==> src/rtl/harmonic_accumulator.sv <==
// Harmonic mixer: walks harmonics 0..N-1, scales each upstream sine sample by a level and sums into a saturated mix.
// Define HARMONIC_ACC_DECAY_EN to make the level decay geometrically by i_Decay after every harmonic.
module harmonic_accumulator #(
    parameter int ACC_WIDTH = 24,
    parameter int OUT_SHIFT = 4
) (
    input  logic        i_Clock,
    input  logic        i_Reset,
    input  logic        i_Sample_Strobe,
    input  logic [7:0]  i_Harmonic_Count,
    input  logic [7:0]  i_Decay,
    input  logic        i_Sample_Ready,
    input  logic [15:0] i_Sample_Value,
    input  logic        i_Freq_Too_High,
    output logic [7:0]  o_Harmonic,
    output logic        o_Next_Sample,
    output logic [15:0] o_Mix,
    output logic        o_Mix_Valid,
    output logic        o_Busy,
    output logic        o_Overrun,
    output logic [2:0]  o_Debug_State
);

    // Upstream handshake: i_Sample_Ready stays high until o_Next_Sample pulses; the sample and
    // i_Freq_Too_High are trusted only from the second cycle of Ready, and the pulse consumes them.
    typedef enum logic [2:0] {
        S_IDLE       = 3'd0,
        S_WAIT_READY = 3'd1,
        S_CAPTURE    = 3'd2,
        S_MULTIPLY   = 3'd3,
        S_ACCUM      = 3'd4,
        S_NEXT       = 3'd5,
        S_OUTPUT     = 3'd6
    } state_t;

    localparam logic signed [ACC_WIDTH-1:0] MIX_MAX = ACC_WIDTH'(32767);
    localparam logic signed [ACC_WIDTH-1:0] MIX_MIN = ACC_WIDTH'(-32768);

    state_t                      state;
    state_t                      state_next;
    logic                        start;
    logic [7:0]                  count_q;
    logic signed [15:0]          cap_sample;
    logic                        cap_fth;
    logic signed [16:0]          contrib;
    logic signed [ACC_WIDTH-1:0] acc;
    logic signed [ACC_WIDTH-1:0] acc_shifted;
    logic [15:0]                 level;
    logic                        last_harm;
    logic signed [32:0]          product;
    logic [15:0]                 mix_sat;
    logic [8:0]                  harm_plus1;
    logic                        is_last;
    logic                        unused_product_lsbs;

    // Level is treated as unsigned, so it is zero-extended before the signed multiply.
    assign product     = $signed({{17{cap_sample[15]}}, cap_sample}) * $signed({17'd0, level});
    assign acc_shifted = acc >>> OUT_SHIFT;
    assign harm_plus1  = {1'b0, o_Harmonic} + 9'd1;
    assign is_last     = (harm_plus1 >= {1'b0, count_q});
    assign unused_product_lsbs = ^product[15:0];

`ifdef HARMONIC_ACC_DECAY_EN
    logic [7:0]  decay_q;
    logic [23:0] level_prod;
    logic        unused_level_lsbs;
    assign level_prod        = {8'd0, level} * {16'd0, decay_q};
    assign unused_level_lsbs = ^level_prod[7:0];
`else
    logic unused_decay;
    assign unused_decay = ^i_Decay;
`endif

    always_comb begin
        mix_sat = acc_shifted[15:0];
        if (acc_shifted > MIX_MAX) begin
            mix_sat = 16'h7FFF;
        end else if (acc_shifted < MIX_MIN) begin
            mix_sat = 16'h8000;
        end
    end

    always_ff @(posedge i_Clock) begin
        if (i_Reset) begin
            state <= S_IDLE;
        end else begin
            state <= state_next;
        end
    end

    always_comb begin
        state_next = state;
        case (state)
            S_IDLE: begin
                if (i_Sample_Strobe) begin
                    state_next = (i_Harmonic_Count == 8'd0) ? S_OUTPUT : S_WAIT_READY;
                end
            end
            S_WAIT_READY: if (i_Sample_Ready) state_next = S_CAPTURE;
            S_CAPTURE:    state_next = S_MULTIPLY;
            S_MULTIPLY:   state_next = cap_fth ? S_OUTPUT : S_ACCUM;
            S_ACCUM:      state_next = S_NEXT;
            S_NEXT:       state_next = last_harm ? S_OUTPUT : S_WAIT_READY;
            S_OUTPUT:     state_next = S_IDLE;
            default:      state_next = S_IDLE;
        endcase
    end

    always_comb begin
        start         = 1'b0;
        o_Next_Sample = 1'b0;
        o_Debug_State = state;
        case (state)
            S_IDLE:     start = i_Sample_Strobe;
            S_MULTIPLY: o_Next_Sample = cap_fth;
            S_NEXT:     o_Next_Sample = 1'b1;
            default:    ;
        endcase
    end

    always_ff @(posedge i_Clock) begin
        if (i_Reset) begin
            o_Harmonic  <= '0;
            o_Mix       <= '0;
            o_Mix_Valid <= 1'b0;
            o_Busy      <= 1'b0;
            o_Overrun   <= 1'b0;
            count_q     <= '0;
            cap_sample  <= '0;
            cap_fth     <= 1'b0;
            contrib     <= '0;
            acc         <= '0;
            level       <= 16'hFFFF;
            last_harm   <= 1'b0;
`ifdef HARMONIC_ACC_DECAY_EN
            decay_q     <= '0;
`endif
        end else begin
            o_Mix_Valid <= 1'b0;
            // Busy covers OUTPUT too, so a strobe landing there is flagged and dropped.
            if (i_Sample_Strobe && o_Busy) begin
                o_Overrun <= 1'b1;
            end
            if (start) begin
                count_q    <= i_Harmonic_Count;
                acc        <= '0;
                level      <= 16'hFFFF;
                o_Harmonic <= '0;
                o_Busy     <= 1'b1;
`ifdef HARMONIC_ACC_DECAY_EN
                decay_q    <= i_Decay;
`endif
            end
            case (state)
                S_CAPTURE: begin
                    cap_sample <= i_Sample_Value;
                    cap_fth    <= i_Freq_Too_High;
                    // Early termination acknowledges with harmonic 0 so upstream rewinds.
                    if (i_Freq_Too_High) begin
                        o_Harmonic <= '0;
                    end
                end
                S_MULTIPLY: contrib <= product[32:16];
                S_ACCUM: begin
                    acc        <= acc + {{(ACC_WIDTH-17){contrib[16]}}, contrib};
                    last_harm  <= is_last;
                    o_Harmonic <= is_last ? 8'd0 : harm_plus1[7:0];
`ifdef HARMONIC_ACC_DECAY_EN
                    level      <= level_prod[23:8];
`endif
                end
                S_OUTPUT: begin
                    o_Mix       <= mix_sat;
                    o_Mix_Valid <= 1'b1;
                    o_Busy      <= 1'b0;
                end
                default: ;
            endcase
        end
    end

endmodule

==> config.mk <==
export PLATFORM = sky130hd
export DESIGN_NAME = harmonic_accumulator
export DESIGN_NICKNAME = d
export VERILOG_FILES = /design/src/rtl/harmonic_accumulator.sv
export SDC_FILE = /design/constraint.sdc
export NUM_CORES = 1
export LEC_CHECK = 0
export ABC_AREA = 1
export BUFFER_PORTS_ARGS = -buffer_cell sky130_fd_sc_hd__buf_4
export CORE_MARGIN = 1
export CORE_UTILIZATION = 35
export DETAILED_ROUTE_END_ITERATION = 8
export MAX_ROUTING_LAYER = met4
export SYNTH_ARGS = -nofsm -noshare
export SYNTH_HDL_FRONTEND = slang
export SYNTH_SLANG_ARGS = --single-unit
export TNS_END_PERCENT = 5
==> constraint.sdc <==
create_clock -name i_Clock -period 7.38 [get_ports i_Clock]
set_input_delay 1.476 -clock i_Clock [delete_from_list [all_inputs] [get_ports i_Clock]]
set_output_delay 1.476 -clock i_Clock [all_outputs]
set_load 0.01 [all_outputs]
==> impl_metrics.env, run 1 <==
export IMPL_synth_edff_count=0
export IMPL_worst_r2r_path_depth=22
export IMPL_vias=9580
export IMPL_cts_buffers=9
export IMPL_share_of_post_route_cells_with_drive_strength_above_1=0.0745
export IMPL_post_cts_resized=0
export IMPL_rsz_0062_raised_after_global_routing="false"
export IMPL_power_density_of_the_placed_cells_mw_per_mm2=360
export IMPL_netlist_area_mm2=0.0109
export IMPL_crit_family="adder cells"
export IMPL_track_usage=0.177
export IMPL_count_of_h_tree_levels_built_during_cts=3
export IMPL_cp_data_arrival_time_ps=6260
export IMPL_top_level_ports=68
export IMPL_number_of_iterations_in_the_first_detailed_routing_pass=5
export IMPL_synth_warnings=0
export IMPL_maximum_number_of_pins_on_one_net_before_global_route_repair=51
export IMPL_yosysTopAreaCellShare=0.179
export IMPL_postSynthNetCount=1831
export IMPL_min_period_ps=6010
export IMPL_post_cts_setup_buffers=0
export IMPL_clk_pin_slew_worst_paths_ps=80
export IMPL_insertedDiodeCount=0
export IMPL_clock_insertion_delay_worst_skew_ps=360
export IMPL_vdd_ir_max_mv=0.201
export IMPL_final_nets=1875
export IMPL_drc=0
export IMPL_final_worst_path_cycle_share=0.814
export IMPL_floorplan_die_width_um=178
export IMPL_ys_seq_area_frac=0.179
export IMPL_clock_tree_root_cell="clkbuf_16"
export IMPL_static_leakage_power_nw=6.48
export IMPL_route_antenna_remaining_nets=0
export IMPL_drtIter0Drc=486
export IMPL_fp_row_count=64
export IMPL_layout_common_cells="nand2_1, inv_1, nor2_1, ha_1, a21oi_1"
export IMPL_worst_setup_path_start_kind="register"
export IMPL_post_synth_inst_count=1575
export IMPL_post_dp_cell_area_mm2=0.0117
export IMPL_slew_viol_final=0
export IMPL_setup_reg_to_reg_worst_slack_ps=1370
export IMPL_hold_class="register to register"
export IMPL_synth_cell_types=46
export IMPL_first_global_vias=9195
export IMPL_antenna_found_initial=0
export IMPL_layout_area_overhead_vs_synth_pct=10.5
export IMPL_worstPathCellList="inv_1, fa_1, inv_1, fa_1, inv_1, fa_1, inv_1, fa_1, fa_1, inv_1, fa_1, inv_1, ha_1, nand2_1, nor2_1, inv_1, nor2_1, nand3_1, nand4_1, nand3_1, nand2_1, inv_1"
export IMPL_synth_ff_latch_count=97
export IMPL_maxSlewHeadroom=0.515
export IMPL_critPathLaunch="cap_sample[8]"
export IMPL_final_hold_vios=0
export IMPL_floorplan_core_area_mm2=0.0306
export IMPL_clock_sinks=97
export IMPL_port_buffers=59
export IMPL_fmax_mhz=166
export IMPL_routedWlPerCell_um=12.9
export IMPL_critical_path_class="register to register"
export IMPL_cp_common_cell="inv_1"
export IMPL_timing_setup_tns_ps=0
export IMPL_die_h_um=178
export IMPL_end_kind="register"
export IMPL_critical_path_max_stage_delay_ps=640
export IMPL_outcome="finished clean"
export IMPL_final_setup_skew_ps=8.91
export IMPL_postSynth_topFlopCell="dfxtp_1"
export IMPL_num_fill_cells=3340
export IMPL_hold_start="count_q[6]"
export IMPL_timing_final_setup_violations=0
export IMPL_final_area_mm2=0.0120
export IMPL_tightest_slew_ps=728
export IMPL_postSynth_asyncResetShare=0
export IMPL_synth_top_cells_by_area="dfxtp_1, ha_1, fa_1, nand2_1, inv_1"
export IMPL_wl_um=26100
export IMPL_max_clock_path_buffers=2
export IMPL_routed_via_density=4.74
export IMPL_die_area_mm2=0.0318
export IMPL_worst_hold_slack_ps=467
export IMPL_post_synth_cell_area_avg_um2=6.90
export IMPL_cp_data_required_time_ps=7630
export IMPL_post_cts_hold_buffer_count=0
export IMPL_slowest_stage="fa_1"
export IMPL_whs_endpoint="count_q[6]"
export IMPL_first_pass_grt_wire_length_um=44000
export IMPL_hold_critical_path_depth=2
export IMPL_timing_critical_path_fanout_max=6
export IMPL_post_dp_hpwl_um=21700
export IMPL_cts_tree="done"
export IMPL_synth_top_area_cell="dfxtp_1"
export IMPL_regToRegStartpoint="cap_sample[8]"
export IMPL_max_cap_viol_count=0
export IMPL_globalplace_congestion=0.941
export IMPL_globalRoute_totalOverflow=0
export IMPL_crit_buf_inv=8
export IMPL_reg2reg_to="contrib[6]"
export IMPL_initial_util=0.355
export IMPL_layout_cells_most_common="nand2_1"
## worst register-to-register path: cells and delay by family, from the launching register on
kind          cells  cell delay (ps)
fa+ha+maj         7             3690
simple gates      7              910
buf+inv           8              880
flops             1              430
## Yosys cell counts (2+ instances only)
master	count
nand2_1	340
inv_1	317
nor2_1	155
ha_1	144
a21oi_1	105
dfxtp_1	97
nand3_1	88
fa_1	75
o21ai_0	54
o21ai_1	24
nand4_1	23
xor2_1	17
clkbuf_1	16
nor3_1	13
o21bai_1	13
a21o_1	10
inv_2	10
a21oi_2	8
nand3_2	8
buf_2	6
xnor2_1	6
buf_4	4
nor2_4	4
or2_2	4
a41oi_1	3
nor2_2	3
a31oi_1	2
and2_1	2
buf_1	2
nand3b_1	2
nor3_2	2
nor4_1	2
or2_0	2
or2_1	2
## metal layers
metal / share of wire / GRT usage / wire (um)
met3: 0.032 / 0.0211 / 826
met5: 0 / - / 0
met2: 0.45 / 0.289 / 11900
met4: 0.012 / 0.0357 / 316
met1: 0.50 / 0.236 / 13100
## flip-flops by register name, summed over array words and instances, names as in the netlist
name,cells
cap_fth,1
cap_sample,16
o_Debug_State,3
o_Harmonic,8
count_q,8
o_Mix_Valid,1
contrib,17
o_Overrun,1
o_Mix,16
last_harm,1
acc,24
o_Busy,1
## how the worst max path moves through the flow
stage	to	depth (start not counted)
3_5_place_dp	contrib[11]	21
5_1_grt	contrib[6]	22
3_3_place_gp	contrib[11]	21
4_1_cts	contrib[11]	21
2_1_floorplan	contrib[12]	24
6_report	contrib[6]	22
## per-stage QoR
step,util,std cells,power [W],worst slack (ps)
floorplan,-,1575,0.00306,2000
global placement,0.382,2004,0.00380,1350
detailed placement,0.382,2004,0.00383,1350
CTS,0.393,2020,0.00438,1330
global route,0.393,2020,0.00490,856
finish,0.393,2020,0.00432,1370
## cell type report
| cell class | count | area, um^2 | area share |
|---|---|---|---|
| Multi-Input combinational cell | 1122 | 7560 | 0.630 |
| Sequential cell | 97 | 1940 | 0.162 |
| Inverter | 327 | 1230 | 0.102 |
| Tap cell | 396 | 495 | 0.0413 |
| Timing Repair Buffer | 62 | 465 | 0.0388 |
| Clock buffer | 9 | 225 | 0.0188 |
| Clock inverter | 7 | 91.3 | 0.00761 |
## where the power goes
part	switching, W	total (W)	internal, W	leakage [nW]
clock network	0.000233	0.000504	0.000270	0.150
logic	0.00209	0.00322	0.00112	5.54
registers	0.0000415	0.000598	0.000557	0.785
total	0.00237	0.00432	0.00195	6.48
## cell families (layout without fill, tap and decap cells)
kind of cell,after synthesis,after routing,share of synthesized area
simple gates,654,654,0.257
buf+inv,356,405,0.126
compound gates,226,226,0.116
fa+ha+maj,219,219,0.304
flops,97,97,0.179
xor+xnor,23,23,0.0185
No activity file was read; power rests on OpenSTA's default activity.
==> run 2, diff against run 1 <==
clock period = 6.1 ns   (was 7.38 ns; I/O delays follow)
==> run 2 against run 1 <==
Effect of this change:
- first-iteration DRC count increased by 1.4%
- global-route usage increased by 0.46 points
- die area unchanged
- largest cell class unchanged
- sequential power increased by 20%
- count of clock-buffer cells in the layout unchanged
==> impl_metrics.env, run 2 (synthesis results as in run 1) <==
export IMPL_final_worst_path_cycle_share=0.934
export IMPL_slowest_stage="fa_1"
export IMPL_final_hold_vios=0
export IMPL_vdd_ir_max_mv=0.258
export IMPL_cts_buffers=9
export IMPL_power_density_of_the_placed_cells_mw_per_mm2=439
export IMPL_max_clock_path_buffers=2
export IMPL_layout_common_cells="nand2_1, inv_1, nor2_1, ha_1, a21oi_1"
export IMPL_clock_insertion_delay_worst_skew_ps=360
export IMPL_clock_tree_root_cell="clkbuf_16"
export IMPL_routed_via_density=4.75
export IMPL_max_cap_viol_count=0
export IMPL_multi_input_comb_area_mm2=0.00758
export IMPL_hold_start="count_q[6]"
export IMPL_registers_top_by_ff_count="acc"
export IMPL_timing_critical_path_fanout_max=6
export IMPL_static_leakage_power_nw=6.53
export IMPL_worstPathCellList="inv_1, fa_1, inv_1, fa_1, inv_1, fa_1, inv_1, fa_1, fa_1, inv_1, fa_1, inv_1, ha_1, a21oi_1, nand2_1, a21oi_1, nor2_1, nor2_1, a21oi_1, nor2_1, nor2_1"
export IMPL_min_period_ps=5700
export IMPL_slew_viol_final=0
export IMPL_layout_cells_most_common="nand2_1"
export IMPL_globalplace_congestion=0.920
export IMPL_clock_sinks=97
export IMPL_final_setup_skew_ps=10.7
export IMPL_die_h_um=178
export IMPL_fin_total_pwr_w=0.00531
export IMPL_crit_buf_inv=6
export IMPL_wl_um=26800
export IMPL_critical_path_class="register to register"
export IMPL_num_fill_cells=3285
export IMPL_crit_family="adder cells"
export IMPL_route_antenna_remaining_nets=0
export IMPL_share_of_post_route_cells_with_drive_strength_above_1=0.0850
export IMPL_drtIter0Drc=493
export IMPL_maxSlewHeadroom=0.508
export IMPL_sequential_cell_area_mm2=0.00194
export IMPL_largest_register_ff_count=24
export IMPL_insertedDiodeCount=0
export IMPL_track_usage=0.182
export IMPL_vias=9642
export IMPL_fmax_mhz=176
export IMPL_critPathLaunch="cap_sample[9]"
export IMPL_clk_pin_slew_worst_paths_ps=80
export IMPL_routedWlPerCell_um=13.2
export IMPL_hold_class="register to register"
export IMPL_biggest_regs="acc x24, contrib x17"
export IMPL_first_global_vias=9128
export IMPL_rsz_0062_raised_after_global_routing="false"
export IMPL_first_pass_grt_wire_length_um=44900
export IMPL_outcome="finished clean"
export IMPL_top_level_ports=68
export IMPL_count_of_h_tree_levels_built_during_cts=3
export IMPL_cp_data_arrival_time_ps=5950
export IMPL_cp_data_required_time_ps=6360
export IMPL_worst_setup_path_start_kind="register"
export IMPL_layout_area_overhead_vs_synth_pct=11.2
export IMPL_globalRoute_totalOverflow=0
export IMPL_timing_setup_tns_ps=0
export IMPL_fp_row_count=64
export IMPL_tightest_slew_ps=737
export IMPL_floorplan_die_width_um=178
export IMPL_post_dp_hpwl_um=22200
export IMPL_antenna_found_initial=0
export IMPL_end_kind="register"
export IMPL_critical_path_max_stage_delay_ps=590
export IMPL_cts_tree="done"
export IMPL_regToRegStartpoint="cap_sample[9]"
export IMPL_number_of_iterations_in_the_first_detailed_routing_pass=5
export IMPL_floorplan_core_area_mm2=0.0306
export IMPL_final_nets=1887
export IMPL_port_buffers=59
export IMPL_drc=0
export IMPL_initial_util=0.355
export IMPL_timing_final_setup_violations=0
export IMPL_maximum_number_of_pins_on_one_net_before_global_route_repair=51
export IMPL_die_area_mm2=0.0318
[run 2: final timing paths]
path                               endpoint  slack, ps  cells past startpoint
worst max-delay path            contrib[11]        400                     21
worst max register to register  contrib[11]        400                     21
worst min register to register   count_q[6]        470                      2
worst min-delay path             count_q[6]        470                      2
[run 2: per-layer routing]
| metal | track usage | vias to the layer above | routed length (um) |
|---|---|---|---|
| met3 | 0.0202 | 16 | 933 |
| li1 | - | 5063 | - |
| met2 | 0.294 | 159 | 12200 |
| met5 | - | - | 0 |
| met1 | 0.247 | 4404 | 13400 |
| met4 | 0.0282 | 0 | 210 |
[run 2: power breakdown]
part | internal [W] | switching, W
clock | 0.000281 | 0.000284
sequential | 0.000674 | 0.0000439
combinational | 0.00140 | 0.00262
[run 2: worst register-to-register path, delay by kind of cell (launching register included)]
| kind | cells | cell delay (ps) |
|---|---|---|
| AOI/OAI and AO/OA | 3 | 570 |
| adders and majority gates | 7 | 3590 |
| buffers and inverters | 6 | 560 |
| DFF | 1 | 380 |
| and+or+nand+nor | 5 | 500 |
[run 2: through the flow]
| step | instance area (um^2) | hold WS [ps] | std cells | util | setup slack (ps) |
|---|---|---|---|---|---|
| after CTS | 12100 | 471 | 2032 | 0.394 | 375 |
| after global routing | 12100 | 495 | 2032 | 0.395 | 11.4 |
| after global placement | 11800 | 452 | 2016 | 0.385 | 418 |
| final | 12100 | 466 | 2032 | 0.395 | 404 |
| after floorplan | 10900 | 435 | 1575 | - | 717 |
| after detailed placement | 11800 | 457 | 2016 | 0.385 | 394 |
[run 2: timing repair]
item | in CTS | in global routing
hold buffers | 0 | 0
endpoints found under the hold margin | 0 | 0
setup endpoints to repair | 0 | 2
setup buffers | 0 | 0
resized for setup | 0 | 6
[run 2: cell type report]
type,instances,area share
multi-input cells,1122,0.628
flip-flops and latches,97,0.161
inverters,327,0.102
repair buffers,74,0.0460
well taps,396,0.0410
clock buffers,9,0.0186
clock inverters,7,0.00456
==> run 3, diff against run 2 <==
CORE_MARGIN = 2   (was 1)
==> run 3 against run 2 <==
Effect of this change:
- worst setup slack worse by 36 ps
- count of clock-buffer cells in the layout is 1 higher
- combinational power is 1% lower
- global-route usage is 0.62 points lower
- sequential power hardly changed
- sequential cell count stayed put
==> impl_metrics.env, run 3 (synthesis results as in run 1) <==
export IMPL_final_hold_vios=0
export IMPL_cp_data_arrival_time_ps=5970
export IMPL_layout_area_overhead_vs_synth_pct=11.4
export IMPL_vdd_ir_max_mv=0.271
export IMPL_slew_viol_final=0
export IMPL_initial_util=0.355
export IMPL_layout_cells_most_common="nand2_1"
export IMPL_first_global_vias=9539
export IMPL_vias=9623
export IMPL_hold_class="register to register"
export IMPL_drtIter0Drc=561
export IMPL_setup_reg_to_reg_worst_slack_ps=370
export IMPL_port_buffers=59
export IMPL_post_cts_hold_buffer_count=0
export IMPL_dp_cells=2015
export IMPL_worst_r2r_path_depth=22
export IMPL_highest_signal_layer="met4"
export IMPL_static_leakage_power_nw=6.54
export IMPL_final_worst_path_cycle_share=0.940
export IMPL_rsz_0062_raised_after_global_routing="true"
export IMPL_end_kind="register"
export IMPL_number_of_iterations_in_the_first_detailed_routing_pass=5
export IMPL_fp_row_count=64
export IMPL_route_antenna_remaining_nets=0
export IMPL_critical_path_class="register to register"
export IMPL_worst_setup_path_start_kind="register"
export IMPL_min_period_ps=5730
export IMPL_routed_via_density=4.74
export IMPL_wl_um=26600
export IMPL_insertedDiodeCount=0
export IMPL_maxSlewHeadroom=0.512
export IMPL_routedWlPerCell_um=13.1
export IMPL_post_dp_hpwl_um=22200
export IMPL_drc=0
export IMPL_clock_insertion_delay_worst_skew_ps=350
export IMPL_final_nets=1886
export IMPL_count_of_h_tree_levels_built_during_cts=3
export IMPL_first_pass_grt_wire_length_um=46200
export IMPL_clock_sinks=97
export IMPL_cp_data_required_time_ps=6340
export IMPL_num_fill_cells=3327
export IMPL_registers_top_by_ff_count="acc"
export IMPL_routed_metal_1_wire_length_um=13600
export IMPL_top_level_ports=68
export IMPL_clk_pin_slew_worst_paths_ps=70
export IMPL_max_cap_viol_count=0
export IMPL_globalRoute_totalOverflow=0
export IMPL_sequential_cell_area_mm2=0.00194
export IMPL_floorplan_core_area_mm2=0.0306
export IMPL_fin_total_pwr_w=0.00531
export IMPL_cts_buffers=9
export IMPL_power_density_of_the_placed_cells_mw_per_mm2=439
export IMPL_clock_tree_root_cell="clkbuf_16"
export IMPL_timing_setup_tns_ps=0
export IMPL_max_clock_path_buffers=2
export IMPL_maximum_number_of_pins_on_one_net_before_global_route_repair=51
export IMPL_whs_endpoint="acc[3]"
export IMPL_globalplace_congestion=0.922
export IMPL_timing_final_setup_violations=0
export IMPL_met3RoutedLength_um=755
export IMPL_track_usage=0.176
export IMPL_die_area_mm2=0.0325
export IMPL_antenna_found_initial=0
export IMPL_final_setup_skew_ps=14.9
export IMPL_post_cts_setup_buffers=0
export IMPL_outcome="finished clean"
export IMPL_fmax_mhz=174
export IMPL_hold_critical_path_depth=2
export IMPL_final_cell_count_no_fill=2031
export IMPL_multi_input_comb_area_mm2=0.00758
export IMPL_die_h_um=180
export IMPL_biggest_regs="acc x24, contrib x17"
export IMPL_tightest_slew_ps=730
export IMPL_wl_met2_um=11900
export IMPL_share_of_post_route_cells_with_drive_strength_above_1=0.0838
export IMPL_layout_common_cells="nand2_1, inv_1, nor2_1, ha_1, a21oi_1"
export IMPL_cts_tree="done"
export IMPL_hold_start="acc[3]"
export IMPL_reg2reg_to="contrib[14]"
export IMPL_regToRegStartpoint="cap_sample[8]"
export IMPL_largest_register_ff_count=24
export IMPL_timing_critical_path_fanout_max=6
export IMPL_floorplan_die_width_um=180
run 3: stage by stage:
stage	hold slack (ps)	util	setup slack (ps)	cell area, um^2
finish	469	0.396	368	12100
global route	493	0.396	-19.2	12100
CTS	472	0.395	238	12100
detailed placement	458	0.385	278	11800
global placement	453	0.385	330	11800
floorplan	435	-	717	10900
run 3: layer usage:
metal,vias to the layer above,global-route usage
met5,-,-
met3,18,0.0200
met1,4424,0.239
li1,5061,-
met2,120,0.284
met4,0,0.0316
run 3: cell type report:
cell class	count	area share
Multi-Input combinational cell	1122	0.626
Clock buffer	10	0.0197
Inverter	327	0.101
Sequential cell	97	0.161
Timing Repair Buffer	73	0.0453
Clock inverter	6	0.00610
Tap cell	396	0.0409
run 3: how the worst max path moves through the flow:
stage,startpoint,endpoint,depth (start not counted)
global route,cap_sample[8],contrib[6],22
floorplan,cap_sample[7],contrib[12],24
detailed placement,cap_sample[7],contrib[13],22
CTS,cap_sample[7],contrib[13],22
global placement,cap_sample[7],contrib[11],21
finish,cap_sample[8],contrib[14],22
run 3: worst max-delay path, stage by stage (launching register included):
cell,delay (ps)
dfxtp_1,410
inv_1,110
fa_1,530
inv_1,120
fa_1,590
inv_1,80
fa_1,530
inv_1,160
fa_1,530
fa_1,550
inv_1,50
fa_1,520
inv_1,40
ha_1,360
nand2_1,90
nor2_1,190
inv_1,80
nor3_1,190
nand2_1,100
nand3_1,90
nand2_1,50
nor2_1,170
nor2_1,50
run 3: timing repair:
action                                 in CTS  in global routing
endpoints found under the hold margin       0                  0
gates resized for setup                     0                  5
setup endpoints to repair                   0                 13
run 3: where the power goes:
part           total, W  leakage [nW]  internal, W  switching [W]
Clock          0.000609         0.147     0.000335       0.000274
Combinational   0.00398          5.60      0.00141        0.00257
Sequential     0.000721         0.786     0.000674      0.0000466
Total           0.00531          6.54      0.00242        0.00289
